## src/rtl/intersection_scheduler_pkg.sv

```systemverilog
// Shared types and constants for the intersection phase scheduler.
//   phase_e : FSM states; the encoding is what appears on the phase output
//   sel_e   : which requester ALL_RED hands the right of way to next
//   Light*  : {green, yellow, red} lamp encodings
//   Def*    : default durations in ticks
package intersection_scheduler_pkg;

  typedef enum logic [2:0] {
    StInitRed  = 3'd0,
    StAGreen   = 3'd1,
    StAYellow  = 3'd2,
    StAllRed   = 3'd3,
    StBGreen   = 3'd4,
    StBYellow  = 3'd5,
    StPedWalk  = 3'd6,
    StPedFlash = 3'd7
  } phase_e;

  typedef enum logic [1:0] {
    SelA = 2'd0,
    SelB = 2'd1,
    SelP = 2'd2
  } sel_e;

  localparam logic [2:0] LightGreen  = 3'b100;
  localparam logic [2:0] LightYellow = 3'b010;
  localparam logic [2:0] LightRed    = 3'b001;

  localparam int unsigned DefTickDiv   = 4;
  localparam int unsigned DefMinGreen  = 5;
  localparam int unsigned DefMaxGreen  = 10;
  localparam int unsigned DefYellow    = 3;
  localparam int unsigned DefAllRed    = 2;
  localparam int unsigned DefWalk      = 6;
  localparam int unsigned DefPedFlash  = 4;

endpackage

```

## src/rtl/intersection_scheduler_tick_prescaler.sv

```systemverilog
// Tick prescaler: divides the clock into ticks of TICK_DIV cycles.
//   clk     : system clock
//   rst_n   : synchronous active-low reset
//   ena     : count enable; counter holds when low
//   restart : restart the count at 0 (state entry)
//   tick    : high in the last cycle of each TICK_DIV-cycle period
module tick_prescaler #(
  parameter int unsigned TICK_DIV = 4
) (
  input  logic clk,
  input  logic rst_n,
  input  logic ena,
  input  logic restart,
  output logic tick
);

  localparam int unsigned CntW = (TICK_DIV > 1) ? $clog2(TICK_DIV) : 1;
  localparam logic [CntW-1:0] CntLast = CntW'(TICK_DIV - 1);

  logic [CntW-1:0] cnt_q, cnt_d;

  assign tick = (cnt_q == CntLast);

  always_comb begin
    cnt_d = cnt_q;
    if (ena) begin
      if (restart || tick) begin
        cnt_d = '0;
      end else begin
        cnt_d = cnt_q + CntW'(1);
      end
    end
  end

  always_ff @(posedge clk) begin
    if (!rst_n) begin
      cnt_q <= '0;
    end else begin
      cnt_q <= cnt_d;
    end
  end

endmodule

```

## src/rtl/intersection_scheduler.sv

```systemverilog
// Phase scheduler for a two-road intersection with a pedestrian crossing.
// Main road A rests in green; side road B and pedestrian P requests are latched
// and served round-robin, each separated by yellow and all-red clearance.
//   clk           : system clock
//   rst_n         : synchronous active-low reset (overrides ena)
//   ena           : global enable; all state holds when low
//   req           : [0] A detector (unused), [1] B detector, [2] ped button
//   a_lights      : {green, yellow, red} for road A
//   b_lights      : {green, yellow, red} for road B
//   ped_walk      : walk lamp
//   ped_dont_walk : don't-walk lamp (flashes in PED_FLASH)
//   countdown     : remaining ticks in the current timed state, 0 in A_GREEN
//   phase         : current state encoding
module intersection_scheduler
  import intersection_scheduler_pkg::*;
#(
  parameter int unsigned TICK_DIV    = DefTickDiv,
  parameter int unsigned T_MIN_GREEN = DefMinGreen,
  parameter int unsigned T_MAX_GREEN = DefMaxGreen,
  parameter int unsigned T_YELLOW    = DefYellow,
  parameter int unsigned T_ALL_RED   = DefAllRed,
  parameter int unsigned T_WALK      = DefWalk,
  parameter int unsigned T_PED_FLASH = DefPedFlash
) (
  input  logic       clk,
  input  logic       rst_n,
  input  logic       ena,
  input  logic [2:0] req,
  output logic [2:0] a_lights,
  output logic [2:0] b_lights,
  output logic       ped_walk,
  output logic       ped_dont_walk,
  output logic [3:0] countdown,
  output logic [2:0] phase
);

  localparam logic [3:0] MinGreenLast = 4'(T_MIN_GREEN - 1);
  localparam logic [3:0] MaxGreenLast = 4'(T_MAX_GREEN - 1);
  localparam logic [3:0] YellowLast   = 4'(T_YELLOW - 1);
  localparam logic [3:0] AllRedLast   = 4'(T_ALL_RED - 1);
  localparam logic [3:0] WalkLast     = 4'(T_WALK - 1);
  localparam logic [3:0] FlashLast    = 4'(T_PED_FLASH - 1);

  phase_e     state_q, state_d;
  sel_e       next_sel_q, next_sel_d;
  logic [3:0] tmr_q, tmr_d;
  logic       pend_b_q, pend_b_d;
  logic       pend_p_q, pend_p_d;
  logic       last_p_q, last_p_d;
  logic       flash_q, flash_d;
  logic       tick;
  logic       entry;
  logic [3:0] dur;

  // A detector is informational only.
  logic unused_a_req;
  assign unused_a_req = req[0];

  // state_d only differs from state_q when ena is high, so entry implies ena.
  assign entry = (state_d != state_q);

  tick_prescaler #(
    .TICK_DIV(TICK_DIV)
  ) u_tick_prescaler (
    .clk    (clk),
    .rst_n  (rst_n),
    .ena    (ena),
    .restart(entry),
    .tick   (tick)
  );

  // Next-state and arbitration.
  always_comb begin
    state_d    = state_q;
    next_sel_d = next_sel_q;
    if (ena) begin
      case (state_q)
        StInitRed: begin
          if (tick && tmr_q == AllRedLast) state_d = StAGreen;
        end
        StAGreen: begin
          if (tick && tmr_q >= MinGreenLast && (pend_b_q || pend_p_q)) begin
            state_d = StAYellow;
            // B wins when it is the only one pending, or when P went last.
            next_sel_d = (pend_b_q && (!pend_p_q || last_p_q)) ? SelB : SelP;
          end
        end
        StAYellow: begin
          if (tick && tmr_q == YellowLast) state_d = StAllRed;
        end
        StAllRed: begin
          if (tick && tmr_q == AllRedLast) begin
            case (next_sel_q)
              SelB:    state_d = StBGreen;
              SelP:    state_d = StPedWalk;
              default: state_d = StAGreen;
            endcase
          end
        end
        StBGreen: begin
          if (tick && (tmr_q == MaxGreenLast ||
                       (tmr_q >= MinGreenLast && !req[1]))) begin
            state_d = StBYellow;
          end
        end
        StBYellow: begin
          if (tick && tmr_q == YellowLast) state_d = StAllRed;
        end
        StPedWalk: begin
          if (tick && tmr_q == WalkLast) state_d = StPedFlash;
        end
        StPedFlash: begin
          if (tick && tmr_q == FlashLast) state_d = StAllRed;
        end
        default: state_d = StInitRed;
      endcase
      // Once B or P is being served, the following clearance returns to A.
      if (state_d == StBGreen || state_d == StPedWalk) next_sel_d = SelA;
    end
  end

  // Timer, pending latches, round-robin history and flash phase.
  always_comb begin
    tmr_d    = tmr_q;
    pend_b_d = pend_b_q;
    pend_p_d = pend_p_q;
    last_p_d = last_p_q;
    flash_d  = flash_q;
    if (ena) begin
      if (entry) begin
        tmr_d = '0;
      end else if (tick && !(state_q == StAGreen && tmr_q == 4'hF)) begin
        tmr_d = tmr_q + 4'd1;
      end

      if (req[1] && state_q != StBGreen) pend_b_d = 1'b1;
      if (req[2] && state_q != StPedWalk && state_q != StPedFlash) pend_p_d = 1'b1;
      // Clearing after setting lets a same-cycle clear win.
      if (entry && state_d == StBGreen) begin
        pend_b_d = 1'b0;
        last_p_d = 1'b0;
      end
      if (entry && state_d == StPedWalk) begin
        pend_p_d = 1'b0;
        last_p_d = 1'b1;
      end

      // Held at 1 outside PED_FLASH so the lamp starts lit on entry.
      if (state_q != StPedFlash) begin
        flash_d = 1'b1;
      end else if (tick) begin
        flash_d = ~flash_q;
      end
    end
  end

  always_ff @(posedge clk) begin
    if (!rst_n) begin
      state_q    <= StInitRed;
      next_sel_q <= SelA;
      tmr_q      <= '0;
      pend_b_q   <= 1'b0;
      pend_p_q   <= 1'b0;
      last_p_q   <= 1'b1;
      flash_q    <= 1'b1;
    end else begin
      state_q    <= state_d;
      next_sel_q <= next_sel_d;
      tmr_q      <= tmr_d;
      pend_b_q   <= pend_b_d;
      pend_p_q   <= pend_p_d;
      last_p_q   <= last_p_d;
      flash_q    <= flash_d;
    end
  end

  // Outputs decoded from registers only.
  always_comb begin
    a_lights      = LightRed;
    b_lights      = LightRed;
    ped_walk      = 1'b0;
    ped_dont_walk = 1'b1;
    dur           = '0;
    case (state_q)
      StInitRed:  dur = 4'(T_ALL_RED);
      StAGreen:   a_lights = LightGreen;
      StAYellow: begin
        a_lights = LightYellow;
        dur      = 4'(T_YELLOW);
      end
      StAllRed:   dur = 4'(T_ALL_RED);
      StBGreen: begin
        b_lights = LightGreen;
        dur      = 4'(T_MAX_GREEN);
      end
      StBYellow: begin
        b_lights = LightYellow;
        dur      = 4'(T_YELLOW);
      end
      StPedWalk: begin
        ped_walk      = 1'b1;
        ped_dont_walk = 1'b0;
        dur           = 4'(T_WALK);
      end
      StPedFlash: begin
        ped_dont_walk = flash_q;
        dur           = 4'(T_PED_FLASH);
      end
      default: ;
    endcase
    countdown = (state_q == StAGreen) ? 4'd0 : (dur - tmr_q);
  end

  assign phase = state_q;

endmodule

```

## config.mk

```make
export PLATFORM = sky130hd
export DESIGN_NAME = intersection_scheduler
export DESIGN_NICKNAME = d
export VERILOG_FILES = /design/src/rtl/intersection_scheduler_pkg.sv /design/src/rtl/intersection_scheduler_tick_prescaler.sv /design/src/rtl/intersection_scheduler.sv
export SDC_FILE = /design/constraint.sdc
export NUM_CORES = 1
export LEC_CHECK = 0
export ABC_CLOCK_PERIOD_IN_PS = 2000
export CAP_MARGIN = 20
export CORE_MARGIN = 5
export CORE_UTILIZATION = 35
export DETAILED_ROUTE_END_ITERATION = 8
export HOLD_SLACK_MARGIN = 0.08
export SYNTH_ARGS = -nofsm -noshare
export SYNTH_HDL_FRONTEND = slang
export SYNTH_SLANG_ARGS = --single-unit
```

## constraint.sdc

```tcl
create_clock -name clk -period 2 [get_ports clk]
set_input_delay 0.2 -clock clk [delete_from_list [all_inputs] [get_ports clk]]
set_output_delay 0.2 -clock clk [all_outputs]
set_load 0.01 [all_outputs]
```

# Word level (Yosys, flattened, before mapping)
# Cells that the tools add are included.
totals:
  word_cells: 109
  ff_bits: 15
op_classes:
  n_reduce_logical: 40
  order_cmp: 1
  bitwise_logic: 1
  n_eq_ne: 24
  addsub: 3
  n_mux: 32
op_table:
  columns: ["operator", "count"]
  rows:
  - ["$mux 3", 9]
  - ["$eq 3x3->1 const B", 8]
  - ["$pmux 3 s7", 1]
  - ["$pmux 4 s5", 1]
  - ["$pmux 3 s2", 3]
  - ["$logic_and 1x1->1", 16]
  - ["$reduce_bool 2->1", 7]
  - ["$mux 4", 3]
  - ["$mux 2", 5]
  - ["$reduce_and 2->1", 5]
  - ["$mux 1", 9]
  - ["$ne 3x3->1 const B", 3]
  - ["$eq 4x2->1 const B", 2]
  - ["$eq 4x4->1 const B", 2]
  - ["$eq 3x2->1 const B", 2]
  - ["$logic_or 1x1->1", 5]
  - ["$add 4x1->4 const B", 1]
  - ["$eq 2x2->1 const B", 2]
  - ["$eq 4x1->1 const B", 1]
  - ["$eq 4x3->1 const B", 1]
  - ["$ge 4x3->1 const B", 1]
  - ["$reduce_or 2->1", 2]
  - ["$sub 4x4->4", 1]
  - ["$eq 3x1->1 const B", 1]
  - ["other kinds (8)", 10]

# Depth between registers and ports, before layout
# Gate-level depths: netlist of run 1.
logic_depth:
  word_depth: 12
  mapped_depth: 10

# Cells and area by module
# A second synthesis of run 1 with hierarchy kept.
hier_totals:
  cells_unflattened: 153
  area_unflattened_um2: 1283.7
modules_own_cells:
  columns: ["mod", "n_inst", "cells_each", "area_each_um2", "seq_area_each_um2"]
  rows:
  - ["intersection_scheduler", 1, 144, 1176.1, 260.2]
  - ["tick_prescaler", 1, 9, 107.6, 40.0]

# Worst setup path before layout of run 1
# No wires, ideal clock.
synth_path:
  path_kind: "flip-flop to output port"
  startpoint: "register state_q[2], in the netlist phase[2]"
  endpoint: "output port countdown[1]"
  n_path_buf: 2
  path_stages_with_launch: 9
  arrival_time_ns: 1.956
  setup_slack_ns: -0.156
  path_cell_list: "dfxtp_1 > clkbuf_2 > clkbuf_1 > nor3_1 > nor2_1 > ha_1 > inv_1 > fa_1 > nor2b_1"
synth_via:
  elab_chain_len: 5
synth_lines:
  columns: ["item", "line", "text"]
  rows:
  - ["start: declaration", "intersection_scheduler.sv:44", "phase_e state_q, state_d;"]
  - ["start signal: assignment", "intersection_scheduler.sv:159", "state_q <= StInitRed;"]
  - ["start signal: assignment", "intersection_scheduler.sv:167", "state_q <= state_d;"]
  - ["$eq 3x3->1, or another cell as far along", "intersection_scheduler.sv:184", "case (state_q)"]
  - ["$reduce_or 2->1 (no source line)", null, null]
  - ["$pmux 4 s5", "intersection_scheduler.sv:184", null]
  - ["$sub 4x4->4", "intersection_scheduler.sv:211", "countdown = (state_q == StAGreen) ? 4'd0 : (dur - tmr_q);"]
  - ["$mux 4 (*)", "intersection_scheduler.sv:211", null]
  - ["end: declaration", "intersection_scheduler.sv:33", "output logic [3:0] countdown,"]
# Mark *: on every way between the ends. The rest lies on a longest branch, timed or not.

# Worst setup path in the final report of run 1
layout_path:
  startpoint: "register state_q[1], in the netlist phase[1]"
  endpoint: "output port countdown[1]"
# The elaborated chain is that of the path after synthesis.

==> impl_summary.txt, run 1 <==
----------------------------------------------------
[Timing]
  Final min period ... 2130 ps
  Setup repair after global routing missed its margin ... true
  Worst slew pin tran ... 513 ps
  Final count of negative-setup-slack endpoints ... 3
  Worst rel slew slack ... 65.6%
  Fmax ... 470 MHz
  Clock skew ... 3.73 ps
  Count of endpoints failing hold in the final timing report ... 0
  Setup ws final ... -127 ps
  Slew Limit Fails ... 0
  Final Cycle Share ... 106%

[Placed design]
  Routability congestion estimate from global placement ... 0.991
  Number of buffers added on ports ... 19
  Half-perimeter wire length after placement ... 2700 um

[Floorplanning]
  Initial Util ... 36.1%
  Die boundary width ... 68.4 um
  DIE HEIGHT ... 68.4 um
  I/O pin cnt ... 21
  Cell Rows ... 21
  Standard cell core area ... 3310 um^2
  Die footprint ... 4680 um^2

[Worst hold path]
  Worst min-delay path class ... reg -> reg

[Setup path]
  Reg-to-reg startpoint ... tmr_q[0]
  End point of the critical path ... countdown[1]
  Startpoint kind of the worst setup timing path ... flop
  Reg2reg setup slack ... 20 ps
  Arrival time reported for the critical path endpoint ... 1930 ps
  Reg2Reg Depth ... 8
  Worst EP required ... 1800 ps
  Worst setup path startpoint ... phase[1]
  End of the worst register-to-register path ... last_p_q
  Path type of the worst setup path ... reg -> out
  Maximum fanout along the worst path ... 6
  Worst setup EP type ... output pin

[Cells and area]
  Net count, final ... 220
  Final core utilization ... 56.3%
  Count of inserted antenna diode cells ... 0
  Number of filler instances in the final layout ... 319
  Area delta synth->final ... 56.1%
  Share of layout cells above drive strength 1 ... 39.2%

[Synthesis]
  Summed instance area of the synthesized netlist ... 1190 um^2
  Syn Area/Cell ... 7.86 um^2
  Gate Count Post-Synth ... 152
  Net count of the mapped netlist ... 167
  Register area share after synthesis ... 25.1%
  Number of synthesized flops with an enable pin ... 0
  Number of warnings issued by yosys ... 0
  Async set or reset register ratio after synthesis ... 0%
  Dominant register cell in the synthesized netlist ... sky130_fd_sc_hd__dfxtp_1
  FF+latch count, synth ... 15
  Most area-hungry cell type in the Yosys netlist ... sky130_fd_sc_hd__dfxtp_1
  Proportion of netlist area held by the largest area contributor ... 25.1%
  Area contributors post-synth ... sky130_fd_sc_hd__dfxtp_1 (25%), sky130_fd_sc_hd__ha_1 (8.4%), sky130_fd_sc_hd__nor2_1 (5.3%), sky130_fd_sc_hd__nand2_1 (4.7%), sky130_fd_sc_hd__inv_1 (3.5%)
  Synth cell types ... 46

[Clock tree]
  Maximum count of clock buffers along a single path ... 2
  Number of clock sinks ... 15
  CTS tree ... done
  Number of levels in the clock H-tree ... 1
  Number of buffers created by CTS ... 3
  Root buffer cell ... sky130_fd_sc_hd__clkbuf_4
  Worst skew pair latency ... 290 ps
  Clk pin slew, worst setup/hold paths ... 90 ps

[Global routing]
  Antenna violations before repair ... 0
  First-pass GRT wire length ... 5800 um
  Overall Global Routing Usage ... 16.4%
  Largest net degree at the start of global routing ... 13
  Final global-route overflow total ... 0
  Via count of the first global-routing pass ... 1247

[Power]
  Standby leakage power ... 0.791 nW
  Worst vdd rail ir drop ... 0.224 mV
  Power per cell area ... 368 nW/um^2
  Overall Power ... 0.000687 W

[Route]
  Initial DRC Count ... 80
  Drt wl/cell ... 15.2 um
  Total DRC errors in the routed layout ... 0
  Routed wire length ... 3800 um
  Length of the first detailed-routing pass in iterations ... 4
  Average via count per standard cell ... 5.39
  Final ANT Viol Nets ... 0
  Via Count ... 1347

[Outcome]
  Failing checks ... negative setup slack
  Result of the run ... complete, but fails checks

[Job]
  Number of maximum-capacitance violations ... 0

----------------------------------------------------
[report_power, final]
| part | switching [W] | internal (W) |
|---|---|---|
| Combinational | 0.0000972 | 0.0000932 |
| Clock | 0.000101 | 0.0000775 |
| Sequential | 0.0000116 | 0.000306 |
| Total | 0.000210 | 0.000477 |
[logic make-up after synthesis]
group	count (synthesis)	synth area share (%)
adders and majority gates	9	10.1
AOI/OAI and AO/OA	33	20.4
DFF	15	25.1
and+or+nand+nor	69	31.5
xor gates and xnor gates	6	4.40
buffers and inverters	20	8.48
[registers in the layout (all words and copies together) (netlist names)]
register,cells
tmr_q,4
phase,3
next_sel_q,2
u_tick_prescaler.cnt_q,2
flash_q,1
last_p_q,1
pend_b_q,1
pend_p_q,1
[timing repair]
action	in CTS	in global routing
pin swaps	9	15
buffers inserted	3	6
resized for setup	34	25
setup endpoints to repair	13	11
hold buffers	0	0
[cell usage after synthesis, types with 2 or more instances]
library cell / instances
sky130_fd_sc_hd__nor2_1: 17
sky130_fd_sc_hd__dfxtp_1: 15
sky130_fd_sc_hd__nand2_1: 15
sky130_fd_sc_hd__inv_1: 11
sky130_fd_sc_hd__ha_1: 8
sky130_fd_sc_hd__nor3_1: 8
sky130_fd_sc_hd__a21oi_1: 7
sky130_fd_sc_hd__nor2b_1: 5
sky130_fd_sc_hd__nor4_1: 5
sky130_fd_sc_hd__o21ai_0: 5
sky130_fd_sc_hd__xnor2_1: 4
sky130_fd_sc_hd__buf_6: 3
sky130_fd_sc_hd__clkbuf_1: 3
sky130_fd_sc_hd__nand4_1: 3
sky130_fd_sc_hd__a211oi_1: 2
sky130_fd_sc_hd__a21o_1: 2
sky130_fd_sc_hd__and4b_1: 2
sky130_fd_sc_hd__and4bb_2: 2
sky130_fd_sc_hd__buf_2: 2
sky130_fd_sc_hd__nand2b_1: 2
sky130_fd_sc_hd__nand3_1: 2
sky130_fd_sc_hd__nand3b_1: 2
sky130_fd_sc_hd__o211a_1: 2
sky130_fd_sc_hd__or3_1: 2
sky130_fd_sc_hd__xor2_1: 2
[critical path: stages, from the launching register on]
cell and delay [ps]:
sky130_fd_sc_hd__dfxtp_4 390, sky130_fd_sc_hd__nand2b_4 150, sky130_fd_sc_hd__nor2_4 40, sky130_fd_sc_hd__nor2_2 110
sky130_fd_sc_hd__ha_2 170, sky130_fd_sc_hd__inv_2 40, sky130_fd_sc_hd__fa_2 510, sky130_fd_sc_hd__nor2b_4 130
sky130_fd_sc_hd__buf_6 100
[cell usage in the layout, fill, tap and decap left out, drive strengths merged, types with 3 or more instances in the layout]
| cell type | instances |
|---|---|
| a21oi | 7 |
| buf | 40 |
| clkbuf | 4 |
| clkdlybuf4s50 | 12 |
| dfxtp | 15 |
| dlymetal6s2s | 3 |
| ha | 8 |
| inv | 11 |
| nand2 | 15 |
| nand4 | 3 |
| nor2 | 17 |
| nor2b | 5 |
| nor3 | 8 |
| nor4 | 6 |
| o21ai | 5 |
| xnor2 | 4 |
[area by class of cell]
| class | count | area, um^2 | share of cell area [%] |
|---|---|---|---|
| clock buffer | 4 | 26.3 | 1.41 |
| inverter | 11 | 41.3 | 2.21 |
| multi-input combinational | 117 | 943 | 50.6 |
| sequential | 15 | 319 | 17.1 |
| tap | 46 | 57.6 | 3.09 |
| timing repair buffer | 57 | 478 | 25.6 |
[worst min path at each step]
stage	startpoint	to	slack [ps]	depth (start not counted)
after floorplan	rst_n	flash_q	280	1
after global placement	u_tick_prescaler.cnt_q[1]	u_tick_prescaler.cnt_q[1]	450	2
after detailed placement	u_tick_prescaler.cnt_q[1]	u_tick_prescaler.cnt_q[1]	470	2
after CTS	next_sel_q[1]	next_sel_q[1]	490	2
after global routing	next_sel_q[1]	next_sel_q[1]	510	2
final	next_sel_q[1]	next_sel_q[1]	490	2
[through the flow]
step                      TNS, ps  std cells  worst slack, ps  hold slack (ps)  area [um^2]
after floorplan                 0        152             6.67              276         1210
after global placement       -660        237             -221              453         1610
after detailed placement    -1050        237             -313              472         1610
after CTS                    -358        244             -131              489         1720
after global routing         -678        250             -215              507         1870
final                        -283        250             -127              486         1870
[layer usage]
layer,vias to the layer above,global-route usage [%],share of wire [%]
li1,655,-,-
met3,16,1.81,6.4
met2,60,29.8,51
met4,0,5.71,3.3
met1,616,19.5,39
met5,-,0,0
(Power assumes the default switching activity.)
==> run 2: changes to the inputs <==
--- a/config.mk
+++ b/config.mk
@@ -10,6 +10,7 @@
 export CORE_MARGIN = 5
 export CORE_UTILIZATION = 35
 export DETAILED_ROUTE_END_ITERATION = 8
+export GPL_ROUTABILITY_DRIVEN = 0
 export HOLD_SLACK_MARGIN = 0.08
 export SYNTH_ARGS = -nofsm -noshare
 export SYNTH_HDL_FRONTEND = slang
==> results of run 2 <==
Same layout as run 1: the final DEF is identical, and so are final timing and power.
==> patch: new RTL, flow settings as in run 1 <==
Register the output `countdown`, with the module's reset; this adds one clock of latency there. The other outputs are not delayed to match.
--- a/src/rtl/intersection_scheduler.sv
+++ b/src/rtl/intersection_scheduler.sv
@@ -41,6 +41,8 @@
   localparam logic [3:0] WalkLast     = 4'(T_WALK - 1);
   localparam logic [3:0] FlashLast    = 4'(T_PED_FLASH - 1);
 
+  logic [3:0] countdown_d;
+
   phase_e     state_q, state_d;
   sel_e       next_sel_q, next_sel_d;
   logic [3:0] tmr_q, tmr_d;
@@ -208,10 +210,18 @@
       end
       default: ;
     endcase
-    countdown = (state_q == StAGreen) ? 4'd0 : (dur - tmr_q);
+    countdown_d = (state_q == StAGreen) ? 4'd0 : (dur - tmr_q);
   end
 
   assign phase = state_q;
 
+  always_ff @(posedge clk) begin
+    if (!rst_n) begin
+      countdown <= '0;
+    end else begin
+      countdown <= countdown_d;
+    end
+  end
+
 endmodule
 
Formal check against the unedited RTL: not equivalent (Yosys sat finds a counterexample within 4 cycles, from zero or initial values and one cycle with rst_n low).
==> patch against run 1 <==
  * Cell count decreased by 8.0%
  * Fmax increased by 11%
  * Worst setup slack improved by 0.21 ns
  * Routed wire length is 18% lower
  * Non-clock buffer count down 27
  * Power grew 15%
  * Synthesized area is 8.7% higher
  * Via count is 12% lower
  * Sequential cell count increased by 4
  * Die area rose by 7.4%
  * Cell area down 11%
==> patch: results (changes against run 1) <==
- Met1 usage: 16.3% (was 19.5%)
- Sw power: 0.207 mW (was 0.210 mW)
- CP Capture Point: a_lights[2] (was countdown[1])
- Fillers: 367 (was 319)
- Placer congestion estimate: 0.798 (was 0.991)
- Sequential Power Share: 50.3% (was 46.2%)
- HPWL Detailed: 2400 um (was 2700 um)
- Synth Area in Adders: 9.25% (was 10.1%)
- Global-route met2 utilization: 21.8% (was 29.8%)
- Share of layout cells above drive strength 1: 19.2% (was 39.2%)
- Met3 WL: 158 um (was 244 um)
- Crit path max-delay family: buffers and inverters (was adder cells)
- Initial DRC count: 67 (was 80)
- Crit path max-delay cell type: clkdlybuf4s50_1 (was fa_2)
- Largest stage delay on the critical path: 0.59 ns (was 0.51 ns)
- Xor/xnor share of the synthesized area: 3.37% (was 4.40%)
- Largest net degree at the start of global routing: 12 (was 13)
- Multi-In Gates: 118 (was 117)
- Top cells by area, synth: dfxtp_1 29%, ha_1 7.7%, nor2_1 5.5% (was dfxtp_1 25%, ha_1 8.4%, nor2_1 5.3%)
- Synth Net Count: 171 (was 167)
- Mux contribution to synthesized area: 2.79% (was 0%)
- Non-clk buf share: 16.5% (was 25.6%)
- Yosys cell types: 49 (was 46)
- Met1 wire length: 1490 um (about the same)
- Clock skew: 0.00759 ns (was 0.00373 ns)
- Post-place setup slack: 0.0388 ns (was -0.313 ns)
- Worst reg2reg path endpoint: tmr_q[2] (was last_p_q)
- Area of the multi-input gates: 848 sq um (was 943 sq um)
- First-pass GRT wire length: 5240 um (was 5800 um)
- Setup Fix Bufs, Post-CTS: 0 (was 3)
- Final Worst Setup Slack: 0.0874 ns (was -0.127 ns)
- Peak VDD IR: 265 uV (was 224 uV)
- Met3 global-route usage: 2.98% (was 1.81%)
- R2R cell count: 6 (was 8)
- Vias in the first global route: 1135 (was 1247)
- Wirelength, routed: 3130 um (was 3800 um)
- Worst-Skew Late Latency: 0.26 ns (was 0.29 ns)
- Sequential cell area share: 23.3% (was 17.1%)
- Crit path max fanout: 8 (was 6)
- Commonest cells post-synth: 19 x dfxtp_1, 19 x nor2_1, 14 x nand2_1 (was 17 x nor2_1, 15 x dfxtp_1, 15 x nand2_1)
- Signal buffers: 30 (was 57)
- PostCTS Resize Cnt: 1 (was 34)
- Layout Nets: 198 (was 220)
- Leakage: 0.626 nW (was 0.791 nW)
- Avg Vias per Cell: 5.17 (was 5.39)
- Status: finished, final reports clean (was finished with violations)
- HP Class: reg2reg (unchanged)
- Post-synthesis compound-gate area fraction: 20.3% (was 20.4%)
- Clock Tree Root: clkbuf_8 (was clkbuf_4)
- Reg2Reg Setup Slack: 0.10 ns (was 0.02 ns)
- Slew headroom: 66.5% (was 65.6%)
- Sequential-to-total area share from yosys stat: 29.3% (was 25.1%)
- Clk cell area share: 2.80% (was 1.41%)
## patch: cell types whose count changed after synthesis, sizes merged, moves of 4 or more
cell   change
nor4       -5
nor3       -6
nor2       +4
nand3      +6
dfxtp      +4
## patch: how the worst min path moves through the flow
stage	start	endpoint	slack (ns)	depth (start not counted)
6_report	last_p_q	last_p_q	0.45	1
3_3_place_gp	last_p_q	last_p_q	0.43	1
4_1_cts	last_p_q	last_p_q	0.46	1
3_5_place_dp	last_p_q	last_p_q	0.44	1
5_1_grt	last_p_q	last_p_q	0.50	1
2_1_floorplan	req[2]	pend_p_q	0.37	2
## patch: through the flow
| stage | std cells | power (mW) | instance area (sq um) |
|---|---|---|---|
| 6_report | 230 | 0.792 | 1650 |
| 5_1_grt | 230 | 0.833 | 1650 |
| 4_1_cts | 228 | 0.794 | 1630 |
| 3_5_place_dp | 224 | 0.515 | 1580 |
| 3_3_place_gp | 224 | 0.513 | 1580 |
| 2_1_floorplan | 156 | 0.471 | 1300 |
